[src/rtl/johnson_decoder.sv]
// Johnson-code decoder with sequence tracking and lock detection FSM.
// Optional saturating error counter built only when JOHNSON_DECODER_ERRCNT_EN is defined.
module johnson_decoder #(
  parameter int N        = 3,
  parameter int LOCK_CNT = 2,
  localparam int IW      = $clog2(2 * N)
) (
  input  logic          clk,
  input  logic          rst,
  input  logic [N-1:0]  code_in,
  input  logic          code_valid,
  output logic [IW-1:0] index,
  output logic          idx_valid,
  output logic          illegal,
  output logic          seq_err,
  output logic          locked,
  output logic [7:0]    err_count
);

  localparam int unsigned NU = N;

  typedef enum logic {UNLOCKED, LOCKED} state_t;

  state_t        r_state, w_state_nx;
  logic [3:0]    r_run, w_run_nx;
  logic          r_prev_vld, w_prev_vld_nx;
  logic [IW-1:0] r_prev, w_prev_nx;
  logic [IW-1:0] r_index, w_index_nx;
  logic          r_idx_valid, w_idx_valid_nx;
  logic          r_illegal, w_illegal_nx;
  logic          r_seq_err, w_seq_err_nx;

  logic          w_legal;
  logic [IW-1:0] w_dec_idx;
  logic [IW-1:0] w_exp_idx;
  logic          w_in_seq;
  logic [3:0]    w_run_inc;

  // Position k: first k MSBs set (k <= N), else the top (k-N) MSBs clear and the rest set.
  function automatic logic [N-1:0] jc_pattern(input int unsigned k);
    logic [N-1:0] p;
    p = '0;
    for (int unsigned i = 0; i < NU; i++) begin
      if (k <= NU) p[i] = (i >= NU - k);
      else         p[i] = (i < 2 * NU - k);
    end
    return p;
  endfunction

  always_comb begin
    w_legal   = 1'b0;
    w_dec_idx = '0;
    for (int unsigned k = 0; k < 2 * NU; k++) begin
      if (code_in == jc_pattern(k)) begin
        w_legal   = 1'b1;
        w_dec_idx = IW'(k);
      end
    end
  end

  assign w_exp_idx = (r_prev == IW'(2 * N - 1)) ? '0 : r_prev + 1'b1;
  assign w_in_seq  = r_prev_vld && (w_dec_idx == w_exp_idx);
  assign w_run_inc = (w_in_seq && (r_run != 4'd0)) ? r_run + 4'd1 : 4'd1;

  always_comb begin
    w_state_nx     = r_state;
    w_run_nx       = r_run;
    w_prev_vld_nx  = r_prev_vld;
    w_prev_nx      = r_prev;
    w_index_nx     = r_index;
    w_idx_valid_nx = 1'b0;
    w_illegal_nx   = 1'b0;
    w_seq_err_nx   = 1'b0;
    if (code_valid) begin
      if (!w_legal) begin
        w_illegal_nx  = 1'b1;
        w_state_nx    = UNLOCKED;
        w_run_nx      = 4'd0;
        w_prev_vld_nx = 1'b0;
      end else begin
        w_idx_valid_nx = 1'b1;
        w_index_nx     = w_dec_idx;
        w_prev_nx      = w_dec_idx;
        w_prev_vld_nx  = 1'b1;
        case (r_state)
          UNLOCKED: begin
            w_run_nx = w_run_inc;
            // >= so a re-entry with run=1 still locks immediately when LOCK_CNT=1
            if (w_run_inc >= 4'(LOCK_CNT)) w_state_nx = LOCKED;
          end
          LOCKED: begin
            if (!w_in_seq) begin
              w_seq_err_nx = 1'b1;
              w_state_nx   = UNLOCKED;
              w_run_nx     = 4'd1;
            end
          end
          default: w_state_nx = UNLOCKED;
        endcase
      end
    end
  end

  always_ff @(posedge clk or posedge rst) begin
    if (rst) begin
      r_state     <= UNLOCKED;
      r_run       <= '0;
      r_prev_vld  <= 1'b0;
      r_prev      <= '0;
      r_index     <= '0;
      r_idx_valid <= 1'b0;
      r_illegal   <= 1'b0;
      r_seq_err   <= 1'b0;
    end else begin
      r_state     <= w_state_nx;
      r_run       <= w_run_nx;
      r_prev_vld  <= w_prev_vld_nx;
      r_prev      <= w_prev_nx;
      r_index     <= w_index_nx;
      r_idx_valid <= w_idx_valid_nx;
      r_illegal   <= w_illegal_nx;
      r_seq_err   <= w_seq_err_nx;
    end
  end

`ifdef JOHNSON_DECODER_ERRCNT_EN
  logic [7:0] r_err_cnt;

  // Counts alongside the pulse it belongs to, so the count and the pulse appear together.
  always_ff @(posedge clk or posedge rst) begin
    if (rst) begin
      r_err_cnt <= '0;
    end else if ((w_illegal_nx || w_seq_err_nx) && (r_err_cnt != '1)) begin
      r_err_cnt <= r_err_cnt + 8'd1;
    end
  end

  assign err_count = r_err_cnt;
`else
  assign err_count = '0;
`endif

  assign index     = r_index;
  assign idx_valid = r_idx_valid;
  assign illegal   = r_illegal;
  assign seq_err   = r_seq_err;
  assign locked    = (r_state == LOCKED);

endmodule

[config.mk]
export PLATFORM = sky130hd
export DESIGN_NAME = johnson_decoder
export DESIGN_NICKNAME = d
export VERILOG_FILES = /design/src/rtl/johnson_decoder.sv
export SDC_FILE = /design/constraint.sdc
export NUM_CORES = 1
export LEC_CHECK = 0
export ABC_AREA = 1
export BUFFER_PORTS_ARGS = -buffer_cell sky130_fd_sc_hd__buf_2
export CAP_MARGIN = 10
export CELL_PAD_IN_SITES_DETAIL_PLACEMENT = 0
export CELL_PAD_IN_SITES_GLOBAL_PLACEMENT = 1
export CORE_UTILIZATION = 38
export DETAILED_ROUTE_END_ITERATION = 6
export GPL_ROUTABILITY_DRIVEN = 0
export PLACE_DENSITY = 0.9
export SETUP_SLACK_MARGIN = 0.05
export SYNTH_ARGS = -nofsm -noshare
export SYNTH_HDL_FRONTEND = slang
export SYNTH_SLANG_ARGS = --single-unit
[constraint.sdc]
create_clock -name clk -period 2.6 [get_ports clk]
set_clock_uncertainty 0.05 [all_clocks]
set_input_delay 0.26 -clock clk [delete_from_list [all_inputs] [get_ports clk]]
set_output_delay 0.26 -clock clk [all_outputs]
set_load 0.005 [all_outputs]
Word-level counts from Yosys, hierarchy flattened
Cells that the tools add are included.
{"block": "word_totals", "register_bits": 12, "latch_bits": 0, "ramBits": 0, "romBits": 0, "inputBits": 6, "out_inout_bits": 15, "wordCells": 53, "mem_count": 0}
{"block": "classes", "addsub": 2, "mul": 0, "div": 0, "order_cmp": 1, "eq_ne": 8, "shifts": 0, "muxes": 28, "bitwise_logic": 1, "n_reduce_logical": 6}
{"operator": "1-bit 2-to-1 mux", "count": 18}
{"operator": "3-bit 2-to-1 mux", "count": 5}
{"operator": "3-bit equality test (second input constant)", "count": 4}
{"operator": "4-bit 2-to-1 mux", "count": 3}
{"operator": "4-bit case mux with 2 select lines", "count": 1}
{"operator": "4-bit by 1-bit adder with 4-bit output (second input constant)", "count": 1}
{"operator": "4-bit by 2-bit greater-or-equal comparator with 1-bit output (second input constant)", "count": 1}
{"operator": "2-bit AND reduction", "count": 2}
{"operator": "4-bit nonzero test", "count": 1}
{"operator": "3-bit by 1-bit adder with 3-bit output (second input constant)", "count": 1}
{"operator": "3-bit by 1-bit equality test with 1-bit output (second input constant)", "count": 1}
{"operator": "3-bit by 2-bit equality test with 1-bit output (second input constant)", "count": 1}
{"operator": "3-bit equality test", "count": 1}
{"operator": "3-bit logical NOT", "count": 1}
{"operator": "3-bit != test (second input constant)", "count": 1}
{"operator": "1-bit logical AND", "count": 2}
{"operator": "1-bit case mux with 2 select lines", "count": 1}
{"operator": "1-bit NOT", "count": 1}

Logic depth before layout (Yosys ltp)
{"block": "logic_depth", "ltp_word": 14, "depth_mapped": 13, "ltp_nobuf": 13}

Worst setup path after synthesis
No wires, ideal clock.
{"block": "synth_path", "kind": "register -> register", "startpoint": "register index[2] (netlist name)", "endpoint": "register r_run[2]", "setup_time_ns": 0.076, "arrival_time_ns": 1.303, "t_required_ns": 2.474, "slack_ns": 1.171, "path_stages_with_launch": 10, "n_path_buf": 0, "synth_period_minus_slack_ns": 1.429, "cell_sequence": "dfrtp_1 > inv_1 > nand3_1 > nand3_1 > nand3_2 > nor3_4 > nand3_2 > nand2_2 > nand2_1 > o21ai_1"}
{"item": "end signal, assigned", "line_no": "116", "text": "r_run <= w_run_nx;"}
{"item": "end, declared", "line_no": "25", "text": "logic [3:0] r_run, w_run_nx;"}

==> flow_summary.toml <==
[outcome]
status = "completed"

[sta]
rsz0062_at_grt = "no"
hold_viol = 0
max_freq_ghz = 0.625
period_minus_slack_ns = 1.60
finalSetupViolCount = 0
setup_ws_ns = 1.00
fin_crit_sh = 0.615
timing.hold.ws_ns = 0.283
tns_ns = 0
slew_violations = 0

[power]
p_per_area_nw_per_um2 = 489
p_leak_nw = 0.511
netSwitchingFraction = 0.331
irDropWorstVdd_uv = 259
clockPowerShare = 0.254
power.internal_uw = 291
power.share.sequential = 0.497
power_frac_comb = 0.248
switchingPower_uw = 144

[final_layout]
final_cell_mix = "nand2_1, inv_1, nand3_1, dfrtp_1, buf_2"
drive_above_1_share = 0.184
syn_to_final_growth_pct = 11.6
n_antenna_cell = 0
mostFrequentLayoutCell = "nand2_1"
layout.area.seq_um2 = 300
postLayoutCellArea_um2 = 890
layout.nets = 135
stdcell_count = 152
multi_input_area_um2 = 399
nFillCells = 200

[detailed_routing]
drc = 0
postRouteAntennaNets = 0
drt_iter0_markers = 17
wl_per_cell_um = 9.62
wl_mm = 1.46
vias_per_cell = 4.76
dr.pass1.iters = 4
vias = 724

[placed_design]
place_ws_ns = 1.03
place_area_um2 = 857
numPortBuffers = 12
dp_hpwl_mm = 1.18
dp_cells = 148

[clock_network]
cts_root_buffer = "clkbuf_4"
tritoncts = "built"
numCtsBuffers = 3
cts_htree_levels = 1
clk_pin_slew_ns = 0.07
clock_latency_ns = 0.27
clockBufferDepth = 2
cts_sinks = 12

[global_routing]
use_met1 = 0.214
gr-max-usage-layer = "met2"
met3_usage = 0.0377
overflow = 0
grt_usage = 0.152
grt_pass1_wl_mm = 2.39
antenna_found_initial = 0
grt_pass1_vias = 598
met2_usage = 0.222
grt_max_degree = 13

[worst_setup_path]
critPathLaunch = "index[0]"
critPathCaptureType = "register"
slowest_stage = "dfrtp_1"
crit_type = "reg -> reg"
slowest_delay_ns = 0.46
crit_family = "simple AND/OR/NAND/NOR gates"
reg2reg_slack_ns = 1.00
r2r-start = "index[0]"
critPathBufInv = 1
cp-start-kind = "register"
critPathArrivalTime_ns = 1.71
crit_top_cell = "nand3_1"
cp_max_fo = 7
required_ns = 2.71
cp_cell_sequence = "inv_2, nand2_2, nand3_1, nand3_2, nor3_4, nand4_1, nand3_1, nand2_1"

[hold_path]
worstHoldStart = "code_valid"
hold_path_class = "in -> reg"

[logic_synthesis]
yosys_warnings = 0
synth_area_leaders = "dfrtp_1, nand2_1, nand3_1"
syn_area_um2 = 797
yosys.area.top_type_share = 0.377
synth_cells = 110
synth-seq-cells = 12
synth.yosys.seq_area_share = 0.377
syn_avg_cell_area_um2 = 7.25
ys_types = 18
yosysTopAreaCell = "dfrtp_1"

[floorplan]
die_height_um = 47.8
die_w_um = 47.8
num_rows = 16
ios = 21
core_area_um2 = 1960
start_util = 0.406
die_area_um2 = 2280

[job]
cap_viol_max_count = 0
power groups by stage:
stage	logic (mW)	registers (mW)	clock network (mW)
finish	0.108	0.216	0.111
global route	0.125	0.219	0.122
CTS	0.108	0.216	0.113
detailed placement	0.107	0.220	0
global placement	0.106	0.219	0
floorplan	0.0850	0.218	0
cells by family after synthesis:
kind of cell / after synthesis / share of synthesized area
xor gates and xnor gates: 2 / 0.0220
buffers and inverters: 25 / 0.155
and+or+nand+nor: 61 / 0.361
other: 1 / 0.00471
DFF: 12 / 0.377
adders and majority gates: 2 / 0.0314
AOI/OAI and AO/OA: 7 / 0.0487
worst reg2reg max path: stages (launching register included):
cell and delay, ns:
dfrtp_1 0.46, inv_2 0.12, nand2_2 0.06, nand3_1 0.09
nand3_2 0.11, nor3_4 0.30, nand4_1 0.13, nand3_1 0.11
nand2_1 0.05
sequential cells by signal, summed over array words and instances, names as in the netlist:
name	count
idx_valid	1
illegal	1
index	3
locked	1
r_prev_vld	1
r_run	4
seq_err	1
through the flow:
step | power [mW] | util
4_1_cts | 0.437 | 0.453
5_1_grt | 0.466 | 0.453
6_report | 0.435 | 0.453
2_1_floorplan | 0.303 | -
3_5_place_dp | 0.326 | 0.437
3_3_place_gp | 0.326 | 0.437
layout make-up:
cell class / instances / share of cell area
Timing Repair Buffer: 13 / 0.0788
Multi-Input combinational cell: 80 / 0.449
Sequential cell: 12 / 0.338
Clock buffer: 3 / 0.0253
Tap cell: 27 / 0.0380
Inverter: 17 / 0.0717
layer usage:
| layer | part of all wire | wire, µm |
|---|---|---|
| met4 | 0.019 | 28 |
| met3 | 0.052 | 76 |
| met1 | 0.48 | 709 |
| met5 | 0 | 0 |
| met2 | 0.44 | 648 |
worst paths after layout:
path | endpoint | cells past startpoint
max in group asynchronous | seq_err | 3
min in group asynchronous | index[2] | 3
hold / removal | r_run[0] | 4
hold reg to reg | r_prev_vld | 2
setup reg to reg | r_run[0] | 8
setup / recovery | r_run[0] | 8
cells in the mapped netlist (all sizes together):
master and number:
buf 8, dfrtp 12, o2111ai 1, xor2 2, o21ai 6, conb 1, nand3 16, nor2 6
ha 2, nor3 2, inv 17, nand2 35, nand4 2
what timing repair did:
item	in CTS	in global routing
endpoints found under the hold margin	12	0
setup buffers	0	0
hold buffers	1	0
gates resized for setup	0	0
Note: power is estimated with default switching activity, not from simulation.
